`src/rtl/vcmp_pkg.sv`:
```
// Shared types for the vector-compare sequencer: compare opcodes and the
// sequencer state encoding.
package vcmp_pkg;

    // Compare opcodes. Order and values match the external comparison unit.
    typedef enum logic [1:0] {
        CMP_EQ = 2'b00,
        CMP_NE = 2'b01,
        CMP_GT = 2'b10,
        CMP_LT = 2'b11
    } cmp_op_e;

    // Sequencer states.
    typedef enum logic [1:0] {
        IDLE  = 2'b00,
        RUN   = 2'b01,
        DRAIN = 2'b10,
        DONE  = 2'b11
    } seq_state_e;

endpackage : vcmp_pkg

```
`src/rtl/vcmp_mask_accum.sv`:
```
// Response pipe and mask accumulator. It delays the issue strobe and element
// index by one cycle to line up with read data, then writes the predicate
// returned by the comparison unit into the matching mask bit.
module vcmp_mask_accum #(
    parameter int VLEN = 8,
    parameter int IDXW = $clog2(VLEN)
) (
    input  logic            clk,
    input  logic            reset,
    input  logic            i_clear,
    input  logic            i_issue_valid,
    input  logic [IDXW-1:0] i_issue_idx,
    input  logic            i_predicate,
    output logic [VLEN-1:0] o_mask
);

    logic            r_pipe_valid;
    logic [IDXW-1:0] r_pipe_idx;
    logic [VLEN-1:0] r_mask;

    // Delay the issue strobe/index to the read-data cycle and set mask bits.
    always_ff @(posedge clk) begin
        // NOTE: the mask is a handful of flops, not a RAM, so it is reset like any other state.
        if (reset) begin
            r_pipe_valid <= 1'b0;
            r_pipe_idx   <= '0;
            r_mask       <= '0;
        end else begin
            // NOTE: non-blocking assignments so every register samples pre-edge values.
            r_pipe_valid <= i_issue_valid;
            r_pipe_idx   <= i_issue_idx;
            if (i_clear) begin
                r_mask <= '0;
            end else if (r_pipe_valid) begin
                r_mask[r_pipe_idx] <= i_predicate;
            end
        end
    end

    assign o_mask = r_mask;

endmodule : vcmp_mask_accum

```
`src/rtl/vcmp_sequencer.sv`:
```
// Vector compare sequencer. Accepts one compare command, streams element
// pairs from two register-file read ports into an external comparison unit,
// collects the predicates into a mask and offers it on a valid/ready port.
module vcmp_sequencer
    import vcmp_pkg::*;
#(
    parameter int WIDTH = 32,
    parameter int VLEN  = 8,
    parameter int NREG  = 32,
    parameter int IDXW  = $clog2(VLEN),
    parameter int VLW   = $clog2(VLEN + 1),
    parameter int REGW  = $clog2(NREG)
) (
    input  logic             clk,
    input  logic             reset,
    input  logic             cmd_valid,
    output logic             cmd_ready,
    input  logic [1:0]       cmd_op,
    input  logic [REGW-1:0]  cmd_vs1,
    input  logic [REGW-1:0]  cmd_vs2,
    input  logic [VLW-1:0]   cmd_vl,
    output logic             rf_ren,
    output logic [REGW-1:0]  rf_vreg1,
    output logic [REGW-1:0]  rf_vreg2,
    output logic [IDXW-1:0]  rf_elem,
    input  logic [WIDTH-1:0] rf_rdata1,
    input  logic [WIDTH-1:0] rf_rdata2,
    output logic [WIDTH-1:0] cmp_in1,
    output logic [WIDTH-1:0] cmp_in2,
    output logic [1:0]       cmp_control,
    input  logic             cmp_predicate,
    output logic             mask_valid,
    input  logic             mask_ready,
    output logic [VLEN-1:0]  mask_data,
    output logic             busy
);

    seq_state_e      r_state;
    cmp_op_e         r_op;
    logic [REGW-1:0] r_vs1;
    logic [REGW-1:0] r_vs2;
    logic [VLW-1:0]  r_vl;
    logic [IDXW-1:0] r_idx;
    logic            r_cmd_ready;
    logic            r_busy;
    logic            r_rf_ren;
    logic            r_mask_valid;

    logic            w_accept;
    logic [VLW-1:0]  w_vl_clamped;
    logic            w_last;

    assign w_accept     = cmd_valid & r_cmd_ready;
    // Oversized lengths are treated as a full register.
    assign w_vl_clamped = (cmd_vl > VLW'(VLEN)) ? VLW'(VLEN) : cmd_vl;
    // r_vl is never 0 in RUN, so the subtraction cannot wrap there.
    assign w_last       = (VLW'(r_idx) == (r_vl - VLW'(1)));

    // Sequencer FSM with registered handshake and read-port controls.
    always_ff @(posedge clk) begin
        if (reset) begin
            r_state      <= IDLE;
            r_op         <= CMP_EQ;
            r_vs1        <= '0;
            r_vs2        <= '0;
            r_vl         <= '0;
            r_idx        <= '0;
            r_cmd_ready  <= 1'b1;
            r_busy       <= 1'b0;
            r_rf_ren     <= 1'b0;
            r_mask_valid <= 1'b0;
        end else begin
            case (r_state)
                IDLE: begin
                    if (w_accept) begin
                        r_op        <= cmp_op_e'(cmd_op);
                        r_vs1       <= cmd_vs1;
                        r_vs2       <= cmd_vs2;
                        r_vl        <= w_vl_clamped;
                        r_idx       <= '0;
                        r_cmd_ready <= 1'b0;
                        r_busy      <= 1'b1;
                        if (w_vl_clamped != '0) begin
                            r_state  <= RUN;
                            r_rf_ren <= 1'b1;
                        end else begin
                            // Empty vector: nothing to read, the cleared mask is the result.
                            r_state      <= DONE;
                            r_mask_valid <= 1'b1;
                        end
                    end
                end
                RUN: begin
                    if (w_last) begin
                        r_state  <= DRAIN;
                        r_rf_ren <= 1'b0;
                        r_idx    <= '0;
                    end else begin
                        r_idx <= r_idx + IDXW'(1);
                    end
                end
                DRAIN: begin
                    // Last predicate lands in the mask at this edge.
                    r_state      <= DONE;
                    r_mask_valid <= 1'b1;
                end
                DONE: begin
                    if (mask_ready) begin
                        r_state      <= IDLE;
                        r_mask_valid <= 1'b0;
                        r_cmd_ready  <= 1'b1;
                        r_busy       <= 1'b0;
                    end
                end
                default: begin
                    r_state <= IDLE;
                end
            endcase
        end
    end

    vcmp_mask_accum #(
        .VLEN (VLEN),
        .IDXW (IDXW)
    ) u_mask_accum (
        .clk           (clk),
        .reset         (reset),
        .i_clear       (w_accept),
        .i_issue_valid (r_rf_ren),
        .i_issue_idx   (r_idx),
        .i_predicate   (cmp_predicate),
        .o_mask        (mask_data)
    );

    assign cmd_ready   = r_cmd_ready;
    assign busy        = r_busy;
    assign rf_ren      = r_rf_ren;
    assign rf_vreg1    = r_vs1;
    assign rf_vreg2    = r_vs2;
    // Index is parked at 0 outside RUN.
    assign rf_elem     = r_idx;
    assign cmp_in1     = rf_rdata1;
    assign cmp_in2     = rf_rdata2;
    assign cmp_control = r_op;
    assign mask_valid  = r_mask_valid;

endmodule : vcmp_sequencer

```
`config.mk`:
```
export PLATFORM = sky130hd
export DESIGN_NAME = vcmp_sequencer
export DESIGN_NICKNAME = d
export VERILOG_FILES = /design/src/rtl/vcmp_pkg.sv /design/src/rtl/vcmp_mask_accum.sv /design/src/rtl/vcmp_sequencer.sv
export SDC_FILE = /design/constraint.sdc
export NUM_CORES = 1
export LEC_CHECK = 0
export CAP_MARGIN = 5
export CORE_MARGIN = 3
export CORE_UTILIZATION = 25
export CTS_CLUSTER_DIAMETER = 80
export DETAILED_ROUTE_END_ITERATION = 12
export PLACE_DENSITY = 0.65
export SYNTH_ARGS = -nofsm -noshare
export SYNTH_HDL_FRONTEND = slang
export SYNTH_SLANG_ARGS = --single-unit
```
`constraint.sdc`:
```
create_clock -name clk -period 2.1 [get_ports clk]
set_input_delay 0.315 -clock clk [delete_from_list [all_inputs] [get_ports clk]]
set_output_delay 0.315 -clock clk [all_outputs]
set_load 0.005 [all_outputs]
```
==> reports/results.tsv, run 1 <==
metric	value	unit
status	finished, final reports clean	
vias	1527	
fillCellCount	836	
synth.most_common_cell	buf_4	
ff2ff_path_depth	7	
ys_async_sr_fraction	0	%
rsz0062_at_grt	false	
clkPwrFrac	30.2	%
initial_utilization	26.5	%
worstPathMaxFanout	5	
netlist.area_leader.share	35.1	%
criticalPathCategory	flop to flop	
drv_cap	0	
synthesis.instances	255	
synthTopCellsByCount	buf_4, dfxtp_1, nand2_1	
final_cells	343	
cts_max_path_buffers	2	
worstPathRequired	2320	ps
vdd.ir_drop.worst	0.439	mV
htree_levels	2	
drt_wl_total	4280	um
seqPwrFrac	37.8	%
swShare	30.8	%
die_area	9580	um^2
place_area	2220	um^2
firstDrtPassIters	4	
gp_congestion	0.810	
worstReg2RegStart	r_vl[0]	
rrSetupSlack	200	ps
antenna_found_initial	0	
die_height	97.9	um
ant_nets	0	
cts_buffers	5	
num_rows	32	
hold_class	flop to flop	
synth_fp_nets	346	
drt_iter0_drc	86	
period_share	90.6	%
synth_cell_types	36	
drc	0	
clock_latency	280	ps
port_buffers	47	
core_area	7970	um^2
design_area	2350	um^2
synth_edf_count	0	
slew_viol_final	0	
overflow	0	
cts_tree	yes	
postCtsSetupBuffers	0	
io_pins	176	
hold_viol	0	
cts_resized	0	
p_leak	0.867	nW
dp_cells	335	
combPwrFrac	31.9	%
intPower	1.66	mW
p_sw	0.737	mW
fp.dieW	97.9	um
cts_sinks	37	
setup_viol_count_final	0	
critPathCapture	r_state[0]	
r2r_end	r_state[0]	
ys_seq_area_share	35.1	%
ys_warn_count	0	
synth_seq_cells	37	
grtUsageTotal	8.87	%
clk_pin_slew	70	ps
grt_first_pass_wirelength	6890	um
avgRoutedWirePerCell	12.5	um
cts.root.buffer_cell	clkbuf_8	
grt_max_degree	21	
drive_gt1_share	6.22	%
fmax	526	MHz
hold_depth	2	
tightest_slew	497	ps
synth.area.top_cells	dfxtp_1, buf_4, nand2_1, a21oi_1, mux2i_1	
tns	0	ps
postSynth.topFlopCell	dfxtp_1	
syn-cell-area	2110	um^2
yosys.area.top_type	dfxtp_1	
worstPathArrival	2120	ps
slew_headroom	66.5	%
nNetsFinal	331	
n_antenna_cell	0	
powerDensity	1020	nW/um^2
startpoint_type	flop	
critPathLaunch	r_vl[0]	
synth_area_per_cell	8.28	um^2
hpwl	3140	um
viasPerCell	4.45	
first_global_vias	1429	
finClkSkew	3.84	ps
endpoint_kind	flop	
ctsHoldBuffers	0	
period_minus_slack	1900	ps
area.growth.synth_to_final	11.6	%
[cell usage in the layout, fill, tap and decap left out, types with 2 or more instances in the layout]
| cell | count |
|---|---|
| nor3_1 | 3 |
| ha_1 | 6 |
| nor2b_1 | 5 |
| nand3_1 | 2 |
| inv_1 | 9 |
| xnor2_1 | 2 |
| nand3b_1 | 3 |
| clkbuf_8 | 5 |
| a21oi_1 | 23 |
| nand2_1 | 34 |
| buf_4 | 3 |
| dfxtp_1 | 37 |
| mux2i_1 | 9 |
| nor3b_1 | 3 |
| nand4b_1 | 2 |
| nor2_1 | 18 |
| o21ai_0 | 6 |
| nand2b_1 | 2 |
| clkdlybuf4s50_1 | 47 |
| a21o_1 | 2 |
| bufinv_16 | 2 |
[power by group through the flow]
| stage | Combinational (mW) | Sequential, mW | Clock, mW |
|---|---|---|---|
| final | 0.764 | 0.905 | 0.723 |
| after global routing | 0.855 | 0.925 | 0.774 |
| after CTS | 0.774 | 0.906 | 0.753 |
| after detailed placement | 0.771 | 0.921 | 0 |
| after global placement | 0.753 | 0.919 | 0 |
| after floorplan | 0.557 | 0.905 | 0 |
[metal layers]
layer  wire, um  up-vias  track usage (%)
met4         63        0             3.94
met2       1940       71             14.1
met5          0        -                0
li1           -      745                -
met3        400       10             4.21
met1       1880      701             10.2
[critical path, cell delays in order (launching register included)]
cell	delay (ps)
dfxtp_1	410
inv_1	60
ha_1	300
xnor2_1	170
o31ai_4	310
o211ai_2	150
mux2_1	340
nor2_1	100
[layout make-up]
type / instances / area (um^2) / share of cell area (%)
sequential: 37 / 741 / 31.5
clock inverter: 3 / 65.1 / 2.76
timing repair buffer: 50 / 493 / 20.9
clock buffer: 5 / 68.8 / 2.92
multi-input combinational: 137 / 826 / 35.1
tap: 102 / 128 / 5.42
inverter: 9 / 33.8 / 1.43
[flip-flops by register name (all words and copies together) (netlist names)]
| name | cells |
|---|---|
| u_mask_accum.r_pipe_valid | 1 |
| r_state | 2 |
| rf_vreg2 | 5 |
| mask_valid | 1 |
| r_vl | 4 |
| u_mask_accum.r_pipe_idx | 3 |
| rf_elem | 3 |
| u_mask_accum.o_mask | 8 |
| cmp_control | 2 |
| cmd_ready | 1 |
| busy | 1 |
| rf_ren | 1 |
| rf_vreg1 | 5 |
[stage by stage]
step	util [%]	power [mW]	worst slack [ps]	hold WS (ps)
global placement	27.9	1.67	256	442
floorplan	-	1.46	380	450
detailed placement	27.9	1.69	198	449
global route	29.6	2.55	34.0	480
finish	29.6	2.39	197	460
CTS	29.6	2.43	180	461
[how the worst min path moves through the flow]
stage	slack (ps)	end	startpoint
2_1_floorplan	450	r_vl[3]	r_vl[3]
3_3_place_gp	440	rf_vreg2[4]	rf_vreg2[4]
3_5_place_dp	450	cmp_control[1]	cmp_control[1]
4_1_cts	460	rf_vreg1[2]	rf_vreg1[2]
5_1_grt	480	rf_vreg2[0]	rf_vreg2[0]
6_report	460	cmp_control[0]	cmp_control[0]
[logic make-up (layout without fill, tap and decap cells)]
group           Yosys count  count (layout)  share of synthesized area (%)
compound gates           43              43                           13.2
xor+xnor                  3               3                           1.25
fa+ha+maj                 6               6                           3.56
buf+inv                  81              67                           25.8
flops                    37              37                           35.1
mux                      10              10                           4.80
simple gates             75              75                           16.4
(Power assumes the default switching activity.)
==> run 2: changes to the inputs <==
PLACE_DENSITY = default   (was 0.65)
SYNTH_HIERARCHICAL = 1   (was default)
==> reports/results.tsv, run 2 <==
metric	value	unit	change
synthesis.instances	254		-0.39%
antenna_found_initial	0		unchanged
n_antenna_cell	0		unchanged
slew_headroom	65.8	%	-0.73 points
worstPathMaxFanout	9		+4
synth.area.top_cells	dfxtp_1, buf_4, nand2_1, a21oi_1, mux2i_1		
io_pins	176		unchanged
hold_class	flop to flop		
viasPerCell	4.55		+2.2%
clkPwrFrac	26.5	%	-3.7 points
htree_levels	2		unchanged
cts_max_path_buffers	2		unchanged
crit_family	compound AO/OA/AOI/OAI gates		
fp.dieW	100	um	+2.3%
p_sw	0.810	mW	+9.9%
worstPathArrival	2040	ps	-80 ps
clk_pin_slew	90	ps	+20 ps
drt_wl_total	4700	um	+9.6%
path_depth	6		-1
tightest_slew	511	ps	+14.4 ps
drv_cap	0		unchanged
slew_viol_final	0		unchanged
cts_buffers	5		unchanged
grt_first_pass_wirelength	7590	um	+10%
design_area	2450	um^2	+4.0%
port_buffers	47		unchanged
hold_viol	0		unchanged
cts.root.buffer_cell	clkbuf_8		
initial_utilization	26.3	%	-0.20 points
powerDensity	1000	nW/um^2	-1.5%
synth_edf_count	0		unchanged
synth_fp_nets	346		unchanged
finClkSkew	14.2	ps	+10.4 ps
rsz0062_at_grt	false		
synthTopCellsByCount	buf_4, dfxtp_1, nand2_1		
endpoint_kind	flop		
cp_slowest_cell	dfxtp_1		
first_global_vias	1548		+8.3%
die_area	10000	um^2	+4.6%
ys_warn_count	6		+6
period_share	87.0	%	-3.6 points
core_area	8420	um^2	+5.7%
ctsHoldBuffers	0		unchanged
worstPathRequired	2320	ps	about the same
yosys.area.top_type	dfxtp_1		
vias	1575		+3.1%
path_cells	inv_1 -> ha_1 -> a21bo_2 -> o21ai_0 -> o311a_1 -> a211oi_1		
combPwrFrac	36.2	%	+4.3 points
place_area	2330	um^2	+4.9%
ff2ff_path_depth	6		-1
startpoint_type	flop		
drive_gt1_share	9.13	%	+2.9 points
cts_tree	yes		
overflow	0		unchanged
fillCellCount	909		+8.7%
final_cell_mix	clkdlybuf4s50_1, dfxtp_1, nand2_1		
grtUsageTotal	9.55	%	+0.68 points
cp_slowest_stage_delay	380	ps	-30 ps
hold_depth	2		unchanged
grt_max_degree	30		+43%
intPower	1.64	mW	-0.80%
nNetsFinal	332		+0.30%
synth.most_common_cell	buf_4		
drt_iter0_drc	54		-37%
avgRoutedWirePerCell	13.6	um	+8.6%
clock_latency	290	ps	about the same
synth_seq_cells	37		unchanged
ys_async_sr_fraction	0	%	unchanged
postCtsSetupBuffers	0		unchanged
firstDrtPassIters	4		unchanged
utilization	29.1	%	-0.47 points
area.growth.synth_to_final	10.6	%	
period_minus_slack	1830	ps	-76.1 ps
synth_cell_types	42		+17%
worst-path-buf-inv	1		unchanged
die_height	100	um	+2.3%
cts_sinks	37		unchanged
fmax	547	MHz	+4.2%
place_ws	195	ps	-3.02 ps
syn-cell-area	2210	um^2	+4.9%
swShare	33.0	%	+2.2 points
finalWorstSetupSlack	273	ps	+76.1 ps
netlist.area_leader.share	33.4	%	-1.6 points
status	finished, final reports clean		
cts_resized	0		unchanged
synth_area_per_cell	8.72	um^2	+5.3%
p_leak	0.886	nW	+2.2%
num_rows	33		+3.1%
tns	0	ps	unchanged
drc	0		unchanged
ant_nets	0		unchanged
setup_viol_count_final	0		unchanged
ys_seq_area_share	33.4	%	-1.6 points
final_common_cell	clkdlybuf4s50_1		
gp_congestion	0.734		-9.4%
hpwl	3430	um	+9.0%
seqPwrFrac	37.3	%	-0.5 points
criticalPathCategory	flop to flop		
postSynth.topFlopCell	dfxtp_1		
largest_reg_flops	8		unchanged
vdd.ir_drop.worst	0.393	mV	-11%
power	2.45	mW	+2.5%
==> run 2: area by class of cell <==
class | count | area [um^2] | share of cell area, %
clock buffers | 6 | 82.6 | 3.37
repair buffers | 52 | 508 | 20.7
well taps | 105 | 131 | 5.36
multi-input cells | 136 | 920 | 37.5
clock inverters | 2 | 37.5 | 1.53
flip-flops and latches | 37 | 741 | 30.2
inverters | 8 | 30.0 | 1.23
==> run 2: worst reg2reg max path, stage by stage (launching register included) <==
cell      delay, ps
dfxtp_1         380
inv_1           110
ha_1            300
a21bo_2         270
o21ai_0         170
o311a_1         320
a211oi_1        200
==> run 2: path summary, 6_finish.rpt <==
kind,start,to,slack [ps]
min reg2reg,rf_vreg2[1],rf_vreg2[1],460
max,r_state[0],r_state[0],270
min,rf_vreg2[1],rf_vreg2[1],460
max reg2reg,r_state[0],r_state[0],270
==> run 2: stage by stage <==
step	hold slack (ps)	std cells
global route	482	346
global placement	443	338
finish	457	346
CTS	461	346
floorplan	445	254
detailed placement	450	338
==> run 2: cells by family (layout without fill, tap and decap cells) <==
logic type,Yosys count,in the layout,share of synthesized area [%]
AOI/OAI and AO/OA,45,45,12.5
xor gates and xnor gates,4,4,2.20
adders and majority gates,7,7,3.95
buffers and inverters,81,68,25.0
DFF,37,37,33.4
muxes,9,9,4.07
and+or+nand+nor,71,71,18.8
==> run 2: per-layer routing <==
| metal | GRT usage, % | up-vias | routed length, um |
|---|---|---|---|
| li1 | - | 771 | - |
| met1 | 11.6 | 711 | 2120 |
| met2 | 14.2 | 59 | 1940 |
| met3 | 3.41 | 34 | 414 |
| met4 | 6.32 | 0 | 218 |
| met5 | 0 | - | 0 |
==> run 2: power by group through the flow <==
stage          clock, mW  sequential [mW]  combinational (mW)
2_1_floorplan          0            0.912               0.652
3_3_place_gp           0            0.925               0.887
3_5_place_dp           0            0.930               0.896
4_1_cts            0.673            0.916               0.900
5_1_grt            0.713            0.936               0.992
6_report           0.650            0.914               0.888
